$ cat src/rtl/tick_period_meter.sv
`default_nettype none
// ============================================================================
// tick_period_meter : measures single-cycle tick spacing, reports lock/overflow
// Rev 1.0
// ============================================================================
module tick_period_meter #(
  parameter int N_BIT      = 16,
  parameter int LOCK_COUNT = 4
) (
  input  logic             clock,
  input  logic             reset,
  input  logic             enable,
  input  logic             tick_in,
  output logic [N_BIT-1:0] period,
  output logic             period_valid,
  output logic             locked,
  output logic             overflow
);

  localparam int MW = $clog2(LOCK_COUNT + 1);

  localparam logic [1:0] S_IDLE     = 2'd0;
  localparam logic [1:0] S_MEASURE  = 2'd1;
  localparam logic [1:0] S_OVERFLOW = 2'd2;

  localparam logic [N_BIT-1:0] CNT_MAX   = '1;
  localparam logic [MW-1:0]    MATCH_MAX = MW'(LOCK_COUNT);
  localparam logic [MW-1:0]    MATCH_ONE = MW'(1);

  logic [1:0]       state, state_nxt;
  logic [N_BIT-1:0] cnt, cnt_nxt;
  logic [MW-1:0]    match, match_nxt, match_inc;
  logic [N_BIT-1:0] period_nxt;
  logic             valid_nxt, locked_nxt, overflow_nxt;

  // State and all registered outputs; enable=0 freezes everything but the pulse
  always_ff @(posedge clock) begin
    if (reset) begin
      state        <= S_IDLE;
      cnt          <= '0;
      match        <= '0;
      period       <= '0;
      period_valid <= 1'b0;
      locked       <= 1'b0;
      overflow     <= 1'b0;
    end else if (enable) begin
      state        <= state_nxt;
      cnt          <= cnt_nxt;
      match        <= match_nxt;
      period       <= period_nxt;
      period_valid <= valid_nxt;
      locked       <= locked_nxt;
      overflow     <= overflow_nxt;
    end else begin
      period_valid <= 1'b0;
    end
  end

  always_comb begin
    state_nxt = state;
    case (state)
      S_IDLE:     if (tick_in) state_nxt = S_MEASURE;
      S_MEASURE:  if (!tick_in && cnt == CNT_MAX) state_nxt = S_OVERFLOW;
      S_OVERFLOW: if (tick_in) state_nxt = S_MEASURE;
      default:    state_nxt = S_IDLE;
    endcase
  end

  assign match_inc = (match == MATCH_MAX) ? match : match + MATCH_ONE;

  always_comb begin
    cnt_nxt      = cnt;
    match_nxt    = match;
    period_nxt   = period;
    valid_nxt    = 1'b0;
    locked_nxt   = locked;
    overflow_nxt = overflow;
    case (state)
      S_IDLE: begin
        if (tick_in) cnt_nxt = '0;
      end
      S_MEASURE: begin
        if (tick_in) begin
          period_nxt = cnt;
          valid_nxt  = 1'b1;
          cnt_nxt    = '0;
          // match==0 marks the first measurement after a fresh reference
          if (match != '0 && cnt == period) match_nxt = match_inc;
          else                               match_nxt = MATCH_ONE;
          locked_nxt = (match_nxt == MATCH_MAX);
        end else if (cnt == CNT_MAX) begin
          overflow_nxt = 1'b1;
          locked_nxt   = 1'b0;
          match_nxt    = '0;
        end else begin
          cnt_nxt = cnt + 1'b1;
        end
      end
      S_OVERFLOW: begin
        if (tick_in) begin
          cnt_nxt      = '0;
          overflow_nxt = 1'b0;
        end
      end
      default: begin
        cnt_nxt = '0;
      end
    endcase
  end

endmodule
`default_nettype wire

$ cat config.mk
export PLATFORM = sky130hd
export DESIGN_NAME = tick_period_meter
export DESIGN_NICKNAME = d
export VERILOG_FILES = /design/src/rtl/tick_period_meter.sv
export SDC_FILE = /design/constraint.sdc
export NUM_CORES = 1
export LEC_CHECK = 0
export ABC_AREA = 1
export BUFFER_PORTS_ARGS = -buffer_cell sky130_fd_sc_hd__buf_4
export CAP_MARGIN = 40
export CELL_PAD_IN_SITES_DETAIL_PLACEMENT = 0
export CELL_PAD_IN_SITES_GLOBAL_PLACEMENT = 2
export CORE_UTILIZATION = 35
export DETAILED_ROUTE_END_ITERATION = 7
export GPL_TIMING_DRIVEN = 0
export PLACE_DENSITY = 0.86
export SLEW_MARGIN = 20
export SYNTH_ARGS = -nofsm -noshare
export SYNTH_HDL_FRONTEND = slang
export SYNTH_SLANG_ARGS = --single-unit
$ cat constraint.sdc
create_clock -name clock -period 4.3 [get_ports clock]
set_input_delay 0.215 -clock clock [delete_from_list [all_inputs] [get_ports clock]]
set_output_delay 0.215 -clock clock [all_outputs]
set_load 0.005 [all_outputs]
======== After elaboration in Yosys (flattened, before gate mapping) ========
Cells that the tools add are included.
word-level totals
  bits in registers ....................... 40
  output and inout bits ................... 19
  logic and storage cells ................. 57
operators by class
  add/sub/neg operators ................... 2
  equality and inequality tests ........... 12
  mux-type cells .......................... 20
  bitwise gates (word level) .............. 2
  reductions and logical operators ........ 14
operator list
  kind                                                                      number
  16-bit 2-to-1 mux                                                         3
  16-bit case mux with 2 select lines                                       1
  3-bit 2-to-1 mux                                                          6
  16-bit by 1-bit adder with 16-bit output (second input constant)          1
  16-bit == test                                                            1
  16-bit == test (second input constant)                                    1
  3-bit AND reduction                                                       4
  2-bit inequality test (second input constant)                             4
  3-bit == test (second input constant)                                     2
  1-bit 2-to-1 mux                                                          6
  5-bit AND reduction                                                       1
  2-bit 2-to-1 mux                                                          2
  2-bit case mux with 2 select lines                                        1
  2-bit nonzero test                                                        2
  3-bit by 1-bit adder with 3-bit output (second input constant)            1
  3-bit inequality test (second input constant)                             1
  3-bit nonzero test                                                        1
  3-bit OR reduction                                                        1
  2-bit by 1-bit == test with 1-bit output (second input constant)          1
  2-bit == test (second input constant)                                     1
  1-bit logical AND                                                         2
  2-bit logical NOT                                                         1
  2-bit by 1-bit inequality test with 1-bit output (second input constant)  1
  1-bit inverter                                                            2
  3 further kinds                                                           3

======== Depth between registers and ports, before layout ========
Gate-level depths: netlist of the first run.
  depth in word-level cells ............... 7
  depth in mapped cells ................... 12
  depth with buffers taken out ............ 12

======== Least setup slack after synthesis of the first run ========
Ideal clock, no wire load.
  kind .................................... reg-to-reg
  from .................................... register cnt[1]
  to ...................................... register cnt[11]
  arrival time ............................ 1487 ps
  required time ........................... 4187 ps
  path slack .............................. 2700 ps
  cell stages (with the launch flop) ...... 12
  path buffers ............................ 1
  path through ............................ dfxtp_1 ha_1 nand2_2 nor2_2 nand2_4 nor2_8 nand2_4 nand2_8 buf_8 nor2_2 o21ai_1 nor2_1
between the ends
  word-level cells in the longest chain between the ends .. 4
RTL lines
  what                                      line  text
  from (decl)                               31    logic [N_BIT-1:0] cnt, cnt_nxt;
  from (signal assigned)                    48    cnt <= cnt_nxt;
  16-bit by 1-bit adder with 16-bit output  96    cnt_nxt = cnt + 1'b1;
  16-bit 2-to-1 mux                         91    end else if (cnt == CNT_MAX) begin
  16-bit 2-to-1 mux                         83    if (tick_in) begin
  16-bit case mux with 2 select lines       78    case (state)
Parallel ways exist; a longest one is shown, timed or not. The select of a mux whose other input is x is not followed.
A chain may end at the register's enable or synchronous reset.

======== Worst setup path in the final report of the first run ========
Same ends and word-level chain as after synthesis.

==> flow_summary.rst, run 1 <==
.. list-table::
   :header-rows: 1

   * - Metric
     - Value
   * - Number of cells produced by synthesis
     - 302
   * - Clock-pin slew on the worst setup and hold paths
     - 0.09 ns
   * - Worst vdd rail ir drop
     - 0.000135 V
   * - Antenna diodes
     - 0
   * - CTS tree
     - built
   * - Pin count of the biggest net entering global routing
     - 14
   * - DRC Markers
     - 0
   * - Leading cell types by count after synthesis
     - sky130_fd_sc_hd__nand2_1 (56), sky130_fd_sc_hd__dfxtp_1 (40), sky130_fd_sc_hd__nor2_1 (39)
   * - Flip-flop cell with the highest count after synthesis
     - sky130_fd_sc_hd__dfxtp_1
   * - Synthesis warning total
     - 0
   * - Final worst path period need
     - 1.84 ns
   * - Crit-path max FO
     - 10
   * - Least-Margin Pin Slew
     - 0.648 ns
   * - Clock latency of the later-clocked register in the worst-skew pair
     - 0.30 ns
   * - Setup TNS
     - 0 ns
   * - Drt pass-1 iters
     - 6
   * - FFs w/ async S/R, synth
     - 0%
   * - Element type at the critical path end
     - flip-flop
   * - Crit path cell chain
     - ha_1 -> nand2_2 -> nor2_2 -> nand2_4 -> nor2_8 -> nand2_4 -> nand2_8 -> buf_8 -> nor2_2 -> o21ai_1 -> nor2_1
   * - Std-Cell Core Area
     - 5920 µm²
   * - Setup violation total in the final timing report
     - 0
   * - Number of buffers inserted by post-CTS setup repair
     - 0
   * - Number of gates resized after cts
     - 0
   * - Cts-stage hold buffer count
     - 0
   * - Syn_nets
     - 309
   * - Synthesis-to-layout area growth
     - 17.3%
   * - Synth top area share
     - 37.3%
   * - Weighted congestion at the end of routability-driven global placement
     - 0.780
   * - Ports
     - 23
   * - Post-layout power
     - 0.786 mW
   * - Routed Antenna Nets
     - 0
   * - Port-buffer cells
     - 22
   * - Leak
     - 1.09 nW
   * - Placement Rows
     - 28
   * - Vert. Die Dim
     - 80.3 µm
   * - Worst rel slew slack
     - 56.8%
   * - Buffering stage count on the worst path with inverters included
     - 1
   * - Post-DR wirelength/cell
     - 13.7 µm
   * - Post-route clock skew
     - 0.00953 ns
   * - Half-perimeter wire length of the detailed placement result
     - 4.13 mm
   * - Count of state elements after synthesis
     - 40
   * - Fill cell count
     - 652
   * - Status
     - complete, no violations
   * - Endpoint arrival time on the critical path
     - 2.05 ns
   * - Clk buf depth
     - 2
   * - Number of global-route vias before repair
     - 1814
   * - Number of CTS-inserted buffers
     - 5
   * - Max-slew violation total from the final report
     - 0
   * - Critical Setup Path Class
     - reg -> reg
   * - Worst Hold Class
     - in -> reg
   * - Number of DRC markers after the initial detailed-route iteration
     - 65
   * - Most common cell in the netlist
     - sky130_fd_sc_hd__nand2_1
   * - Clock tree root buffer cell
     - sky130_fd_sc_hd__clkbuf_8
   * - Initial antenna violation count
     - 0
   * - Final hold vios
     - 0
   * - H-tree levels
     - 2
   * - Total power density per cell area
     - 312 nW/µm²
   * - Post-synthesis average cell area
     - 7.11 µm²
   * - Area taken by multi-input logic gates
     - 1150 µm²
   * - Die boundary width
     - 80.3 µm
   * - Yosys cell types
     - 33
   * - Vias post-DR
     - 1934
   * - Period utilisation layout
     - 42.9%
   * - FMAX
     - 542 MHz
   * - Cell taking the most area after synthesis
     - sky130_fd_sc_hd__dfxtp_1
   * - Max-capacitance violation count
     - 0
   * - Proportion of synthesized chip area in sequential cells
     - 37.3%
   * - Crit path max-delay cell type
     - sky130_fd_sc_hd__dfxtp_1
   * - Post-Synthesis Cell Area
     - 2150 µm²
   * - Data required time of the worst path
     - 4.50 ns
   * - Register cell area after layout
     - 801 µm²
   * - Effective utilization at floorplan
     - 36.2%
   * - Routed Wire Length
     - 5.56 mm
   * - Overall track demand over capacity in global routing
     - 19.1%
   * - Post-layout net count
     - 338
   * - Nature of the critical path startpoint
     - flip-flop
   * - Setup repair after global routing missed its margin
     - no
   * - CP delay by family, top
     - simple AND/OR/NAND/NOR gates
   * - Register-to-register path setup slack
     - 2.46 ns
   * - Post-synth EDFFs
     - 0
   * - Share of post-route cells with drive strength above 1
     - 19.6%
   * - Routed via count divided by cell count
     - 4.75
   * - Slowest cell delay on critical path
     - 0.42 ns
   * - Cell types occupying the most area after synthesis
     - sky130_fd_sc_hd__dfxtp_1 (37%), sky130_fd_sc_hd__nand2_1 (9.8%), sky130_fd_sc_hd__nor2_1 (6.8%)
   * - Wire length of the first global-routing pass
     - 9.10 mm
   * - Die ar.
     - 6450 µm²
   * - Clk sink count
     - 40
   * - Overflow left after global routing
     - 0
-- metrics by stage --
stage | hold slack, ns | util, % | instances | area, µm² | setup WS (ns)
after floorplan | 0.277 | - | 302 | 2150 | 2.70
after global placement | 0.434 | 40.6 | 399 | 2400 | 2.48
after detailed placement | 0.436 | 40.6 | 399 | 2400 | 2.47
after CTS | 0.120 | 42.5 | 407 | 2520 | 2.44
after global routing | 0.121 | 42.5 | 407 | 2520 | 2.26
final | 0.122 | 42.5 | 407 | 2520 | 2.46
-- power by group --
part	internal, mW	total [mW]	switching (mW)
clock network	0.172	0.320	0.148
logic	0.0294	0.0792	0.0498
registers	0.379	0.386	0.00778
total	0.580	0.786	0.206
-- placed cells by master (no fill, tap or decap), drive strengths merged, types with 3 or more instances in the layout --
cell / instances
ha: 3
buf: 27
nor3: 4
nand2: 65
xor2: 7
nor2: 47
xnor2: 7
o21ai: 30
nand4: 7
clkbuf: 7
nand3: 14
a21oi: 26
dfxtp: 40
inv: 39
-- logic make-up after synthesis --
group | share of synthesized area, %
buffers and inverters | 9.21
flip-flops | 37.3
XOR/XNOR | 5.71
AND/OR/NAND/NOR | 31.4
adder cells (fa/ha/maj) | 1.75
AO/OA/AOI/OAI | 14.6
-- sequential cells by signal (all words and copies together) (netlist names) --
| signal | count |
|---|---|
| state | 2 |
| period_valid | 1 |
| period | 16 |
| match | 3 |
| overflow | 1 |
| cnt | 16 |
| locked | 1 |
-- worst paths after layout --
kind,startpoint,endpoint,cells past startpoint
hold / removal,reset,cnt[14]$_SDFFE_PP0P_,2
setup / recovery,cnt[1]$_SDFFE_PP0P_,cnt[11]$_SDFFE_PP0P_,11
hold reg to reg,locked$_SDFFE_PP0P_,locked$_SDFFE_PP0P_,2
setup reg to reg,cnt[1]$_SDFFE_PP0P_,cnt[11]$_SDFFE_PP0P_,11
-- layer usage --
layer | vias up | wire [µm] | global-route usage (%)
li1 | 1020 | - | -
met1 | 878 | 2720 | 25.1
met2 | 28 | 2590 | 32.1
met3 | 8 | 178 | 3.07
met4 | 0 | 83 | 5.54
met5 | - | 0 | 0
-- area by class of cell --
class / count / area share, %
Multi-Input combinational cell: 215 / 45.6
Clock inverter: 3 / 1.69
Buffer: 7 / 1.79
Inverter: 40 / 6.07
Sequential cell: 40 / 31.8
Clock buffer: 5 / 2.73
Timing Repair Buffer: 22 / 6.56
Tap cell: 75 / 3.73
Power figures use the tool's default switching activity.
==> run 2: changes to the inputs <==
--- a/config.mk
+++ b/config.mk
@@ -10,10 +10,10 @@
 export CAP_MARGIN = 40
 export CELL_PAD_IN_SITES_DETAIL_PLACEMENT = 0
 export CELL_PAD_IN_SITES_GLOBAL_PLACEMENT = 2
-export CORE_UTILIZATION = 35
+export CORE_UTILIZATION = 30
 export DETAILED_ROUTE_END_ITERATION = 7
 export GPL_TIMING_DRIVEN = 0
-export PLACE_DENSITY = 0.86
+export PLACE_DENSITY = 0.79
 export SLEW_MARGIN = 20
 export SYNTH_ARGS = -nofsm -noshare
 export SYNTH_HDL_FRONTEND = slang
==> constraint.sdc (replaced) <==
create_clock -name clock -period 1.5 [get_ports clock]
set_input_delay 0.075 -clock clock [delete_from_list [all_inputs] [get_ports clock]]
set_output_delay 0.075 -clock clock [all_outputs]
set_load 0.005 [all_outputs]
==> run 2 against run 1 <==
  * Wire length up 3.9%
  * Count of clock-buffer cells in the layout up 3
  * Maximum frequency increased by 24%
  * Worst hold slack got worse by 0.026 ns
  * First-iteration DRC count is 34% higher
  * Sequential cell count unchanged
  * Sequential share of layout area is 2.1 points lower
  * Highest routed layer unchanged
==> flow_summary.rst, run 2 (synthesized netlist as in run 1, its figures left out) <==
.. list-table::
   :header-rows: 1

   * - Metric
     - Value
   * - Largest registers in the final layout
     - cnt x16, period x16, match x3 (unchanged)
   * - CTS tree
     - built (unchanged)
   * - Weighted congestion at the end of routability-driven global placement
     - 0.783 (was 0.780)
   * - Total cell area at the placement stage
     - 2450 µm² (was 2400 µm²)
   * - Final hold vios
     - 0 (unchanged)
   * - Setup violation total in the final timing report
     - 0 (unchanged)
   * - Synthesis-to-layout area growth
     - 29.1% (was 17.3%)
   * - Met2 global-route usage
     - 25.5% (was 32.1%)
   * - Number of global-route vias before repair
     - 1810 (was 1814)
   * - Max-capacitance violation count
     - 0 (unchanged)
   * - Post-route clock skew
     - 0.00569 ns (was 0.00953 ns)
   * - Number of CTS-inserted buffers
     - 5 (unchanged)
   * - Wire length of the first global-routing pass
     - 9.11 mm (was 9.10 mm)
   * - Total power density per cell area
     - 776 nW/µm² (was 312 nW/µm²)
   * - H-tree levels
     - 2 (unchanged)
   * - Worst rel slew slack
     - 70.9% (was 56.8%)
   * - Switching power
     - 0.570 mW (was 0.206 mW)
   * - Die boundary width
     - 86.6 µm (was 80.3 µm)
   * - Period utilisation layout
     - 99.4% (was 42.9%)
   * - Die ar.
     - 7500 µm² (was 6450 µm²)
   * - Worst Hold Class
     - in -> reg (unchanged)
   * - Element type at the critical path end
     - flip-flop (unchanged)
   * - Global-route layer with the greatest usage
     - met2 (unchanged)
   * - DRC Markers
     - 0 (unchanged)
   * - Internal power of the cells
     - 1.58 mW (was 0.580 mW)
   * - Routed via count divided by cell count
     - 4.50 (was 4.75)
   * - Data required time of the worst path
     - 1.69 ns (was 4.50 ns)
   * - Crit-path max FO
     - 6 (was 10)
   * - Endpoint arrival time on the critical path
     - 1.68 ns (was 2.05 ns)
   * - Relative contribution of combinational cells to total power
     - 13.4% (was 10.1%)
   * - Clk buf depth
     - 2 (unchanged)
   * - Overall track demand over capacity in global routing
     - 16.4% (was 19.1%)
   * - FMAX
     - 671 MHz (was 542 MHz)
   * - Number of DRC markers after the initial detailed-route iteration
     - 87 (was 65)
   * - Effective utilization at floorplan
     - 31.2% (was 36.2%)
   * - Utilization after layout
     - 40.3% (was 42.5%)
   * - Final worst path period need
     - 1.49 ns (was 1.84 ns)
   * - Clock latency of the later-clocked register in the worst-skew pair
     - 0.29 ns (was 0.30 ns)
   * - Antenna diodes
     - 0 (unchanged)
   * - Share of power burned in registers
     - 51.4% (was 49.2%)
   * - Post-route cell area
     - 2770 µm² (was 2520 µm²)
   * - Status
     - complete, no violations (unchanged)
   * - Most common cell after layout, fill and taps aside
     - sky130_fd_sc_hd__nand2_1 (unchanged)
   * - Nature of the critical path startpoint
     - flip-flop (unchanged)
   * - Post-DR wirelength/cell
     - 13.2 µm (was 13.7 µm)
   * - Grt met3 use
     - 2.86% (was 3.07%)
   * - Clock-pin slew on the worst setup and hold paths
     - 0.08 ns (was 0.09 ns)
   * - Pin count of the biggest net entering global routing
     - 12 (was 14)
   * - M1 GR Usage
     - 23.2% (was 25.1%)
   * - Overflow left after global routing
     - 0 (unchanged)
   * - Fill cell count
     - 777 (was 652)
   * - Clk sink count
     - 40 (unchanged)
   * - Routed Antenna Nets
     - 0 (unchanged)
   * - Portion of total power attributed to the clock network
     - 35.3% (was 40.7%)
   * - Vias post-DR
     - 1972 (was 1934)
   * - Switching portion of total power
     - 26.5% (was 26.2%)
   * - Least-Margin Pin Slew
     - 0.433 ns (was 0.648 ns)
   * - Initial antenna violation count
     - 0 (unchanged)
   * - Vert. Die Dim
     - 86.6 µm (was 80.3 µm)
   * - Share of post-route cells with drive strength above 1
     - 31.0% (was 19.6%)
   * - Ports
     - 23 (unchanged)
   * - Half-perimeter wire length of the detailed placement result
     - 4.27 mm (was 4.13 mm)
   * - Critical Setup Path Class
     - reg -> reg (unchanged)
   * - Drt pass-1 iters
     - 4 (was 6)
   * - Placement Rows
     - 30 (was 28)
   * - Leak
     - 1.18 nW (was 1.09 nW)
   * - Port-buffer cells
     - 22 (unchanged)
   * - Worst vdd rail ir drop
     - 0.000350 V (was 0.000135 V)
   * - Clock tree root buffer cell
     - sky130_fd_sc_hd__clkbuf_8 (unchanged)
   * - Std-Cell Core Area
     - 6870 µm² (was 5920 µm²)
   * - Routed Wire Length
     - 5.78 mm (was 5.56 mm)
   * - Post-layout net count
     - 348 (was 338)
   * - Commonest cells after routing, fill and taps aside
     - sky130_fd_sc_hd__nand2_1 (51), sky130_fd_sc_hd__nor2_1 (35), sky130_fd_sc_hd__inv_1 (32), sky130_fd_sc_hd__buf_4 (31), sky130_fd_sc_hd__dfxtp_1 (28) (was sky130_fd_sc_hd__nand2_1 (56), sky130_fd_sc_hd__dfxtp_1 (40), sky130_fd_sc_hd__nor2_1 (39), sky130_fd_sc_hd__inv_1 (33), sky130_fd_sc_hd__buf_4 (23))
   * - Max-slew violation total from the final report
     - 0 (unchanged)
   * - Setup repair after global routing missed its margin
     - yes (was no)
   * - Register-to-register path setup slack
     - 0.009 ns (was 2.46 ns)
[run 2: changes by cell type in the layout (fill, tap and decap cells not counted), sizes merged]
| cell | delta |
|---|---|
| buf | +9 |
| clkbuf | +3 |
| bufinv | -1 |
| clkinv | -1 |
| clkinvlp | -1 |
| dlygate4sd3 | +1 |
[run 2: final cells by class]
type	count	area (µm²)	share of cell area, %
flip-flops and latches	40	823	29.7
repair buffers	32	263	9.49
clock buffers	8	90.1	3.25
inverters	40	155	5.60
well taps	96	120	4.34
multi-input cells	215	1260	45.4
plain buffers	7	61.3	2.21
[run 2: worst max-delay path, stage by stage (launching register included)]
cell                      delay (ns)
sky130_fd_sc_hd__dfxtp_4        0.37
sky130_fd_sc_hd__ha_4           0.15
sky130_fd_sc_hd__nand2_4        0.06
sky130_fd_sc_hd__nor2_4         0.13
sky130_fd_sc_hd__nand2_4        0.09
sky130_fd_sc_hd__nor2_8         0.10
sky130_fd_sc_hd__nand2_4        0.07
sky130_fd_sc_hd__nand2_8        0.11
sky130_fd_sc_hd__buf_12         0.13
sky130_fd_sc_hd__nor2_2         0.03
sky130_fd_sc_hd__o21ai_1        0.11
sky130_fd_sc_hd__nor2_1         0.04
[run 2: layer usage]
metal	vias up	part of all wire, %	routed length [µm]
met2	31	44	2540
met5	-	0	0
met4	0	0.85	49
met1	895	51	2950
met3	5	4.1	238
li1	1041	-	-
[run 2: metrics by stage]
| stage | setup TNS, ns | instances | power, mW | hold slack [ns] | setup slack (ns) |
|---|---|---|---|---|---|
| 2_1_floorplan | 0 | 302 | 1.28 | 0.137 | 0.00225 |
| 3_3_place_gp | -3.86 | 420 | 1.37 | 0.295 | -0.199 |
| 3_5_place_dp | -4.38 | 420 | 1.37 | 0.299 | -0.217 |
| 4_1_cts | -0.0172 | 435 | 2.16 | 0.0817 | -0.00814 |
| 5_1_grt | -0.987 | 438 | 2.26 | 0.105 | -0.110 |
| 6_report | 0 | 438 | 2.15 | 0.0966 | 0.00874 |
[run 2: worst paths after layout]
kind / to / depth (start not counted) / startpoint
hold reg to reg: overflow$_SDFFE_PP0P_ / 2 / overflow$_SDFFE_PP0P_
hold / removal: overflow$_SDFFE_PP0P_ / 3 / enable
setup / recovery: cnt[11]$_SDFFE_PP0P_ / 11 / cnt[1]$_SDFFE_PP0P_
setup reg to reg: cnt[11]$_SDFFE_PP0P_ / 11 / cnt[1]$_SDFFE_PP0P_
[run 2: timing repair]
| action | in CTS | in global routing |
|---|---|---|
| buffers inserted | 5 | 3 |
| gates cloned | 1 | 0 |
| setup endpoints to repair | 33 | 37 |
| hold buffers | 1 | 0 |
| endpoints found under the hold margin | 1 | 0 |
| resized for setup | 18 | 32 |
| pin swaps | 3 | 8 |
[run 2: power groups by stage]
stage	registers (mW)	logic (mW)	clock network [mW]
5_1_grt	1.11	0.320	0.830
3_3_place_gp	1.13	0.232	0
2_1_floorplan	1.13	0.146	0
4_1_cts	1.11	0.268	0.787
3_5_place_dp	1.13	0.232	0
6_report	1.10	0.288	0.758
==> run 3: changes to the inputs <==
--- a/config.mk
+++ b/config.mk
@@ -14,6 +14,7 @@
 export DETAILED_ROUTE_END_ITERATION = 7
 export GPL_TIMING_DRIVEN = 0
 export PLACE_DENSITY = 0.79
+export REMOVE_ABC_BUFFERS = 1
 export SLEW_MARGIN = 20
 export SYNTH_ARGS = -nofsm -noshare
 export SYNTH_HDL_FRONTEND = slang
==> run 3 against run 2 <==
  * Worst hold slack worse by 0.086 ns
  * Non-clock buffer count up 5
  * Via count up 2.6%
  * First-iteration DRC count down 22%
  * Global-route usage up 0.56 points
  * Power up 1.0%
  * Highest routed layer unchanged
  * Core utilization up 1.5 points
  * Die area unchanged
  * Sequential share of layout area down 0.92 points
  * Worst setup slack worse by 0.0059 ns
==> flow_summary.rst, run 3 (synthesized netlist as in run 1, its figures left out) <==
.. list-table::
   :header-rows: 1

   * - Metric
     - Value
   * - FMAX
     - 668 MHz (was 671 MHz)
   * - DRC Markers
     - 0 (unchanged)
   * - Std-Cell Core Area
     - 6870 µm² (unchanged)
   * - Area taken by multi-input logic gates
     - 1310 µm² (was 1260 µm²)
   * - Worst vdd rail ir drop
     - 0.000401 V (was 0.000350 V)
   * - Post-layout net count
     - 355 (was 348)
   * - Fill cell count
     - 731 (was 777)
   * - Final hold vios
     - 0 (unchanged)
   * - Leak
     - 1.22 nW (was 1.18 nW)
   * - Post-route cell area
     - 2880 µm² (was 2770 µm²)
   * - Vert. Die Dim
     - 86.6 µm (unchanged)
   * - Setup violation total in the final timing report
     - 0 (unchanged)
   * - Worst rel slew slack
     - 45.4% (was 70.9%)
   * - Element type at the critical path end
     - flip-flop (unchanged)
   * - Share of post-route cells with drive strength above 1
     - 34.1% (was 31.0%)
   * - Endpoint arrival time on the critical path
     - 1.73 ns (was 1.68 ns)
   * - Max-slew violation total from the final report
     - 0 (unchanged)
   * - Overflow left after global routing
     - 0 (unchanged)
   * - Number of DRC markers after the initial detailed-route iteration
     - 68 (was 87)
   * - Port-buffer cells
     - 22 (unchanged)
   * - Ports
     - 23 (unchanged)
   * - Routed Wire Length
     - 5.89 mm (was 5.78 mm)
   * - Antenna diodes
     - 0 (unchanged)
   * - Number of CTS-inserted buffers
     - 5 (unchanged)
   * - Overall track demand over capacity in global routing
     - 16.9% (was 16.4%)
   * - Critical Setup Path Class
     - reg -> reg (unchanged)
   * - Register cell area after layout
     - 828 µm² (was 823 µm²)
   * - Post-layout power
     - 2.17 mW (was 2.15 mW)
   * - Status
     - complete, no violations (unchanged)
   * - Placement Rows
     - 30 (unchanged)
   * - Least-Margin Pin Slew
     - 0.818 ns (was 0.433 ns)
   * - Weighted congestion at the end of routability-driven global placement
     - 0.764 (was 0.783)
   * - Post-DR wirelength/cell
     - 13.2 µm (about the same)
   * - Largest registers in the final layout
     - cnt x16, period x16, match x3 (unchanged)
   * - Synthesis-to-layout area growth
     - 34.1% (was 29.1%)
   * - Clock-pin slew on the worst setup and hold paths
     - 0.08 ns (about the same)
   * - Drt pass-1 iters
     - 4 (unchanged)
   * - Initial antenna violation count
     - 0 (unchanged)
   * - Crit-path max FO
     - 5 (was 6)
   * - Worst Hold Class
     - in -> reg (unchanged)
   * - Routed via count divided by cell count
     - 4.55 (was 4.50)
   * - Period utilisation layout
     - 99.8% (was 99.4%)
   * - Commonest cells after routing, fill and taps aside
     - sky130_fd_sc_hd__nand2_1 (52), sky130_fd_sc_hd__buf_4 (38), sky130_fd_sc_hd__inv_1 (33), sky130_fd_sc_hd__nor2_1 (31), sky130_fd_sc_hd__dfxtp_1 (26) (was sky130_fd_sc_hd__nand2_1 (51), sky130_fd_sc_hd__nor2_1 (35), sky130_fd_sc_hd__inv_1 (32), sky130_fd_sc_hd__buf_4 (31), sky130_fd_sc_hd__dfxtp_1 (28))
   * - Post-route clock skew
     - 0.00671 ns (was 0.00569 ns)
   * - Pre-CTS worst setup slack
     - -0.389 ns (was -0.217 ns)
   * - Clk sink count
     - 40 (unchanged)
   * - Wire length of the first global-routing pass
     - 9.66 mm (was 9.11 mm)
   * - Max-capacitance violation count
     - 0 (unchanged)
   * - Post-route setup slack
     - 0.00283 ns (was 0.00874 ns)
   * - Routed Antenna Nets
     - 0 (unchanged)
   * - Half-perimeter wire length of the detailed placement result
     - 3.84 mm (was 4.27 mm)
   * - Most common cell after layout, fill and taps aside
     - sky130_fd_sc_hd__nand2_1 (unchanged)
   * - Total cell area at the placement stage
     - 2400 µm² (was 2450 µm²)
   * - Nature of the critical path startpoint
     - flip-flop (unchanged)
   * - Clk buf depth
     - 2 (unchanged)
   * - Pin count of the biggest net entering global routing
     - 23 (was 12)
   * - Clock latency of the later-clocked register in the worst-skew pair
     - 0.29 ns (about the same)
   * - H-tree levels
     - 2 (unchanged)
   * - Total power density per cell area
     - 755 nW/µm² (was 776 nW/µm²)
   * - Vias post-DR
     - 2023 (was 1972)
   * - CTS tree
     - built (unchanged)
   * - Number of global-route vias before repair
     - 2003 (was 1810)
   * - Clock tree root buffer cell
     - sky130_fd_sc_hd__clkbuf_8 (unchanged)
   * - Die boundary width
     - 86.6 µm (unchanged)
   * - Final worst path period need
     - 1.50 ns (was 1.49 ns)
   * - Die ar.
     - 7500 µm² (unchanged)
   * - Setup repair after global routing missed its margin
     - yes (unchanged)
   * - Effective utilization at floorplan
     - 31.2% (unchanged)
   * - Data required time of the worst path
     - 1.73 ns (was 1.69 ns)
## run 3: final timing paths
path / start / end / slack, ns / cells after the start
max: cnt[0]$_SDFFE_PP0P_ / cnt[3]$_SDFFE_PP0P_ / 0.003 / 10
min: reset / state[0]$_SDFFE_PP0P_ / 0.01 / 2
max reg2reg: cnt[0]$_SDFFE_PP0P_ / cnt[3]$_SDFFE_PP0P_ / 0.003 / 10
min reg2reg: locked$_SDFFE_PP0P_ / locked$_SDFFE_PP0P_ / 0.46 / 2
## run 3: area by class of cell
class	instances	area share (%)
Inverter	40	5.39
Tap cell	96	4.18
Clock buffer	8	3.13
Sequential cell	40	28.8
Multi-Input combinational cell	217	45.4
Timing Repair Buffer	44	13.1
## run 3: per-layer routing
metal | vias to the layer above | GRT usage, % | part of all wire [%]
li1 | 1063 | - | -
met1 | 928 | 21.8 | 49
met2 | 27 | 29.2 | 48
met3 | 5 | 3.14 | 2.7
met4 | 0 | 4.09 | 0.64
met5 | - | 0 | 0
## run 3: worst max-delay path: stages, from the launching register on
cell                      delay [ns]
sky130_fd_sc_hd__dfxtp_4        0.36
sky130_fd_sc_hd__ha_4           0.17
sky130_fd_sc_hd__nand2_4        0.07
sky130_fd_sc_hd__nor2_4         0.04
sky130_fd_sc_hd__nand2_4        0.09
sky130_fd_sc_hd__nor2_8         0.04
sky130_fd_sc_hd__nand2_4        0.10
sky130_fd_sc_hd__nand2_8        0.09
sky130_fd_sc_hd__buf_6          0.14
sky130_fd_sc_hd__or2_4          0.22
sky130_fd_sc_hd__a21oi_2        0.11
## run 3: report_power, final
group | total [mW] | internal, mW | leakage, nW | switching (mW)
clock | 0.763 | 0.376 | 0.0455 | 0.387
combinational | 0.304 | 0.129 | 0.842 | 0.175
sequential | 1.11 | 1.08 | 0.332 | 0.0240
## run 3: repair_timing
item                                   4_1_cts  5_1_grt
setup buffers                               15        5
cloned                                       2        0
hold buffers                                 1        0
endpoints found under the hold margin        1        0
setup endpoints to repair                   40       23
pin swaps                                    9       14
gates resized for setup                     23       36
## run 3: per-stage QoR
stage / TNS (ns) / instances / utilization (%) / hold slack, ns
2_1_floorplan: -1.72 / 295 / - / 0.137
3_3_place_gp: -20.16 / 413 / 34.7 / 0.299
3_5_place_dp: -8.53 / 414 / 34.9 / 0.297
4_1_cts: -0.00490 / 440 / 39.9 / 0.0207
5_1_grt: -0.421 / 445 / 41.9 / 0.0184
6_report: 0 / 445 / 41.9 / 0.0110
